===== config.mk =====
export PLATFORM = sky130hd
export DESIGN_NAME = clk_div_ctrl
export DESIGN_NICKNAME = d
export VERILOG_FILES = /design/src/rtl/clk_div_ctrl.sv
export SDC_FILE = /design/constraint.sdc
export NUM_CORES = 1
export LEC_CHECK = 0
export BUFFER_PORTS_ARGS = -buffer_cell sky130_fd_sc_hd__buf_2
export CORE_ASPECT_RATIO = 0.8
export CORE_MARGIN = 3
export CORE_UTILIZATION = 63
export CTS_CLUSTER_SIZE = 28
export DETAILED_ROUTE_END_ITERATION = 10
export HOLD_SLACK_MARGIN = 0.15
export PLACE_DENSITY = 0.93
export SYNTH_ARGS = -nofsm -noshare
export SYNTH_HDL_FRONTEND = slang
export SYNTH_SLANG_ARGS = --single-unit

===== constraint.sdc =====
create_clock -name clk -period 5.7 [get_ports clk]
set_clock_uncertainty 0.1 [all_clocks]
set_input_delay 0.285 -clock clk [delete_from_list [all_inputs] [get_ports clk]]
set_output_delay 0.285 -clock clk [all_outputs]
set_load 0.005 [all_outputs]

===== src/rtl/clk_div_ctrl.sv =====
// Programmable divided clock-enable generator with start/stop sequencing,
// clean drain-to-low stopping and reconfiguration at full-period boundaries.
module clk_div_ctrl #(
  parameter int CNT_W = 8
) (
  input  logic             clk,
  input  logic             rst_n,
  input  logic             start,
  input  logic             stop,
  input  logic             cfg_valid,
  input  logic [CNT_W-1:0] cfg_div,
  output logic             cfg_ready,
  output logic             div_out,
  output logic             tick,
  output logic             busy
);

  typedef enum logic [1:0] {
    S_IDLE  = 2'd0,
    S_RUN   = 2'd1,
    S_DRAIN = 2'd2
  } state_t;

  state_t           r_state;
  logic [CNT_W-1:0] r_cnt;
  logic [CNT_W-1:0] r_div;
  logic [CNT_W-1:0] r_pend;
  logic             r_pend_full;
  logic             r_div_out;
  logic             r_tick;
  logic             r_busy;
  logic             r_cfg_ready;

  state_t           w_state_nx;
  logic [CNT_W-1:0] w_cnt_nx;
  logic [CNT_W-1:0] w_div_nx;
  logic [CNT_W-1:0] w_pend_nx;
  logic             w_pend_full_nx;
  logic             w_div_out_nx;
  logic             w_tick_nx;
  logic             w_release;
  logic [CNT_W-1:0] w_h;
  logic             w_last;
  logic             w_hs;

  assign w_h    = (r_div == {CNT_W{1'b0}}) ? CNT_W'(1) : r_div;
  assign w_last = (r_cnt == (w_h - CNT_W'(1)));
  assign w_hs   = cfg_valid & r_cfg_ready;

  // Next-state, counter, waveform and divisor/pending-register logic.
  always_comb begin
    w_state_nx     = r_state;
    w_cnt_nx       = r_cnt;
    w_div_nx       = r_div;
    w_pend_nx      = r_pend;
    w_pend_full_nx = r_pend_full;
    w_div_out_nx   = r_div_out;
    w_tick_nx      = 1'b0;
    w_release      = 1'b0;

    case (r_state)
      S_IDLE: begin
        w_cnt_nx     = {CNT_W{1'b0}};
        w_div_out_nx = 1'b0;
        if (w_hs) begin
          w_div_nx = cfg_div;
        end else begin
          w_div_nx = r_div;
        end
        if (start & ~stop) begin
          w_state_nx = S_RUN;
        end else begin
          w_state_nx = S_IDLE;
        end
      end
      S_RUN: begin
        if (stop & ~r_div_out) begin
          w_state_nx   = S_IDLE;
          w_cnt_nx     = {CNT_W{1'b0}};
          w_div_out_nx = 1'b0;
          w_release    = 1'b1;
        end else if (w_last) begin
          w_cnt_nx     = {CNT_W{1'b0}};
          w_div_out_nx = ~r_div_out;
          w_tick_nx    = ~r_div_out;
          // A stop seen on the falling edge itself finishes right here.
          if (r_div_out) begin
            w_release  = 1'b1;
            w_state_nx = stop ? S_IDLE : S_RUN;
          end else begin
            w_state_nx = S_RUN;
          end
        end else begin
          w_cnt_nx   = r_cnt + CNT_W'(1);
          w_state_nx = stop ? S_DRAIN : S_RUN;
        end
      end
      S_DRAIN: begin
        if (w_last) begin
          w_state_nx   = S_IDLE;
          w_cnt_nx     = {CNT_W{1'b0}};
          w_div_out_nx = 1'b0;
          w_release    = 1'b1;
        end else begin
          w_cnt_nx   = r_cnt + CNT_W'(1);
          w_state_nx = S_DRAIN;
        end
      end
      default: begin
        w_state_nx     = S_IDLE;
        w_cnt_nx       = {CNT_W{1'b0}};
        w_div_out_nx   = 1'b0;
        w_pend_full_nx = 1'b0;
      end
    endcase

    // While generating, new divisors wait in the pending register; entering
    // IDLE never leaves a value stranded there.
    if ((r_state == S_RUN) || (r_state == S_DRAIN)) begin
      if (w_release) begin
        if (r_pend_full) begin
          w_div_nx       = r_pend;
          w_pend_full_nx = 1'b0;
        end else if (w_hs && (w_state_nx == S_IDLE)) begin
          w_div_nx = cfg_div;
        end else if (w_hs) begin
          w_pend_nx      = cfg_div;
          w_pend_full_nx = 1'b1;
        end else begin
          w_pend_full_nx = r_pend_full;
        end
      end else if (w_hs) begin
        w_pend_nx      = cfg_div;
        w_pend_full_nx = 1'b1;
      end else begin
        w_pend_full_nx = r_pend_full;
      end
    end else begin
      w_pend_full_nx = 1'b0;
    end
  end

  // State and datapath registers; all outputs come straight from flops.
  always_ff @(posedge clk or negedge rst_n) begin
    if (!rst_n) begin
      r_state     <= S_IDLE;
      r_cnt       <= {CNT_W{1'b0}};
      r_div       <= CNT_W'(1);
      r_pend      <= {CNT_W{1'b0}};
      r_pend_full <= 1'b0;
      r_div_out   <= 1'b0;
      r_tick      <= 1'b0;
      r_busy      <= 1'b0;
      r_cfg_ready <= 1'b1;
    end else begin
      r_state     <= w_state_nx;
      r_cnt       <= w_cnt_nx;
      r_div       <= w_div_nx;
      r_pend      <= w_pend_nx;
      r_pend_full <= w_pend_full_nx;
      r_div_out   <= w_div_out_nx;
      r_tick      <= w_tick_nx;
      r_busy      <= (w_state_nx != S_IDLE);
      r_cfg_ready <= ~w_pend_full_nx;
    end
  end

  assign cfg_ready = r_cfg_ready;
  assign div_out   = r_div_out;
  assign tick      = r_tick;
  assign busy      = r_busy;

endmodule


==> flow_metrics.tcl <==
set metrics [dict create \
    die_width_um 66.51 \
    finalHoldViolations 0 \
    finalSetupTns_ps 0 \
    port-buffer-count 16 \
    synth-xor-area-share 0.05695 \
    hp-class "in2reg" \
    htreeDepth 2 \
    cp_cell_sequence "nor4_4 > and2_1 > a21oi_1 > ha_1 > xnor2_1 > a221oi_1 > o2111ai_1 > or4_1 > o31ai_4 > nand3_2 > a221o_1" \
    dp_hpwl_um 2884 \
    worstPathRequired_ps 5760 \
    io_pins 17 \
    synth.area.top_cells "dfrtp_1 (39%), mux2_2 (8.5%), a221o_1 (4.3%)" \
    critPathTopFamily "simple AND/OR/NAND/NOR gates" \
    post_drt_wl_per_cell_um 17.91 \
    critPathSlowestCell "or4_1" \
    clk_pin_slew_worst_paths_ps 70 \
    layout-drive-gt1-share 0.2398 \
    synthMuxAreaShare 0.09763 \
    syn-cell-area_um2 1846 \
    grt_usage 0.2657 \
    worst-path-buf-inv 0 \
    crit_type "reg2reg" \
    layout.cells.non_filler 232 \
    finalNetCount 214 \
    power.density_nw_per_um2 329.3 \
    overflow 0 \
    max-vdd-ir-drop_mv 0.2198 \
    yosysUniqueCellTypes 47 \
    grt_max_degree 32 \
    fin_crit_ps 4189 \
    die_y_um 54.41 \
    synthCells 174 \
    async_flop_share 1.000 \
    synth_compound_area_frac 0.1593 \
    outcome "finished clean" \
    area_growth_syn_to_layout_pct 13.42 \
    ctsRootBufferMaster "clkbuf_8" \
    synth_seq_area_share 0.4217 \
    first_pass_iters 4 \
    cts_tree "yes" \
    drv_slew 0 \
    drc_errors 0 \
    fmax_ghz 0.2387 \
    cp.arrival_ps 4250 \
    synth-adder-area-share 0.04068 \
    reg2reg_slack_ps 1510 \
    cellLeakagePower_nw 0.9393 \
    tightest_slew_ps 725.2 \
    yosys.area.top_type "dfrtp_1" \
    vias 1490 \
    ys_seq_elements 31 \
    grt_pass1_vias 1416 \
    crit_path_end_kind "flop" \
    synth_edf_count 0 \
    cap_violations 0 \
    yosys.area_share.simple 0.1966 \
    fill_cells 151 \
    postLayoutCoreUtil 0.7982 \
    synth_nets 193 \
    cts.sinks 31 \
    numCtsBuffers 5 \
    place.gp.congestion 0.8332 \
    start_kind "flop" \
    layout_commonest_cell "dfrtp_1" \
    vias_per_cell 6.422 \
    synth_top_family_by_area "simple AND/OR/NAND/NOR gates" \
    ant_nets 0 \
    yosys_warnings 0 \
    synth_top_area_share 0.3932 \
    cts_buffer_depth 2 \
    final_cell_mix "dfrtp_1 (29), buf_2 (16), nor2_1 (14), mux2_2 (14), and3_1 (12)" \
    fin_crit_sh 0.7350 \
    placedCellCount 223 \
    diodes 0 \
    drtIter0Drc 137 \
    crit_path_max_fanout 11 \
    rsz0062_at_grt "false" \
    initial_core_util 0.7037 \
    grt_pass1_wl_um 6906 \
    total_power_mw 0.6892 \
    synth-main-ff-cell "dfrtp_1" \
    setup_viol 0 \
    cts_setup_buffers 0 \
    rows 16 \
    clock_latency_ps 290 \
    antenna_found_initial 0 \
    fp.coreArea_um2 2623 \
    totalWireLength_um 4155 \
    avgSynthCellArea_um2 10.61 \
    slew-limit-headroom 0.5161 \
    holdWs_ps 163.6 \
    critPathMaxStageDelay_ps 690 \
    dieArea_um2 3619 \
]
## layout make-up
type,instances,area [um^2],area share
tap,36,45.04,0.02152
sequential,31,778.2,0.3718
inverter,8,30.03,0.01435
timing repair buffer,17,90.09,0.04304
multi-input combinational,132,1017,0.4860
clock inverter,2,60.06,0.02869
clock buffer,6,72.57,0.03467
## per-layer routing
metal  track usage  share of wire  wire length [um]
met3       0.08214          0.070               290
met2        0.4366           0.49              2035
met1        0.3486           0.43              1778
met5             0              0                 0
met4       0.06081          0.012                50
## worst register-to-register path, delay by kind of cell, from the launching register on
kind,cells,cell delay (ps)
flip-flops,1,480
adder cells (fa/ha/maj),1,320
AO/OA/AOI/OAI,5,1390
XOR/XNOR,1,140
AND/OR/NAND/NOR,4,1650
## synthesized netlist by cell type, types with 3 or more instances
library cell	count
a221o_1	8
nand3b_1	4
dfrtp_1	29
ha_1	6
and3_1	12
nand2_1	6
xnor2_1	3
nor2b_1	4
a21oi_1	5
nor2_1	14
xor2_1	9
o21ai_0	5
mux2_2	14
nand3_1	9
inv_1	8
## sequential cells by signal, summed over array words and instances (netlist names)
name	flops
r_cnt	8
r_div	8
r_pend	8
r_state	2
busy	1
cfg_ready	1
div_out	1
r_pend_full	1
tick	1
## where the power goes
group / internal [mW] / switching, mW / total, mW
clock network: 0.175 / 0.0850 / 0.260
registers: 0.253 / 0.0346 / 0.288
logic: 0.0704 / 0.0711 / 0.141
## through the flow
stage | area (um^2) | setup WS (ps)
after floorplan | 1846 | 2176
after global placement | 1951 | 1956
after detailed placement | 1951 | 1673
after CTS | 2093 | 1588
after global routing | 2093 | 1336
final | 2093 | 1511
## cells by family after synthesis
group,after synthesis
and+or+nand+nor,62
AOI/OAI and AO/OA,36
DFF,31
muxes,16
xor gates and xnor gates,12
buffers and inverters,11
adders and majority gates,6
## final timing paths
check | startpoint | to | cells after the start
min in group asynchronous | rst_n | r_cnt[0] | 2
setup / recovery | r_div[3] | r_div[6] | 11
max in group asynchronous | rst_n | r_pend[2] | 2
setup reg to reg | r_div[3] | r_div[6] | 11
hold / removal | cfg_div[4] | r_div[4] | 2
hold reg to reg | r_pend[0] | r_pend[0] | 1
## timing repair
| action | in CTS | in global routing |
|---|---|---|
| endpoints found under the setup margin | 0 | 0 |
| hold buffers | 1 | 0 |
| hold endpoints to repair | 29 | 0 |
| resized for setup | 0 | 0 |
Note: power is estimated with default switching activity, not from simulation.
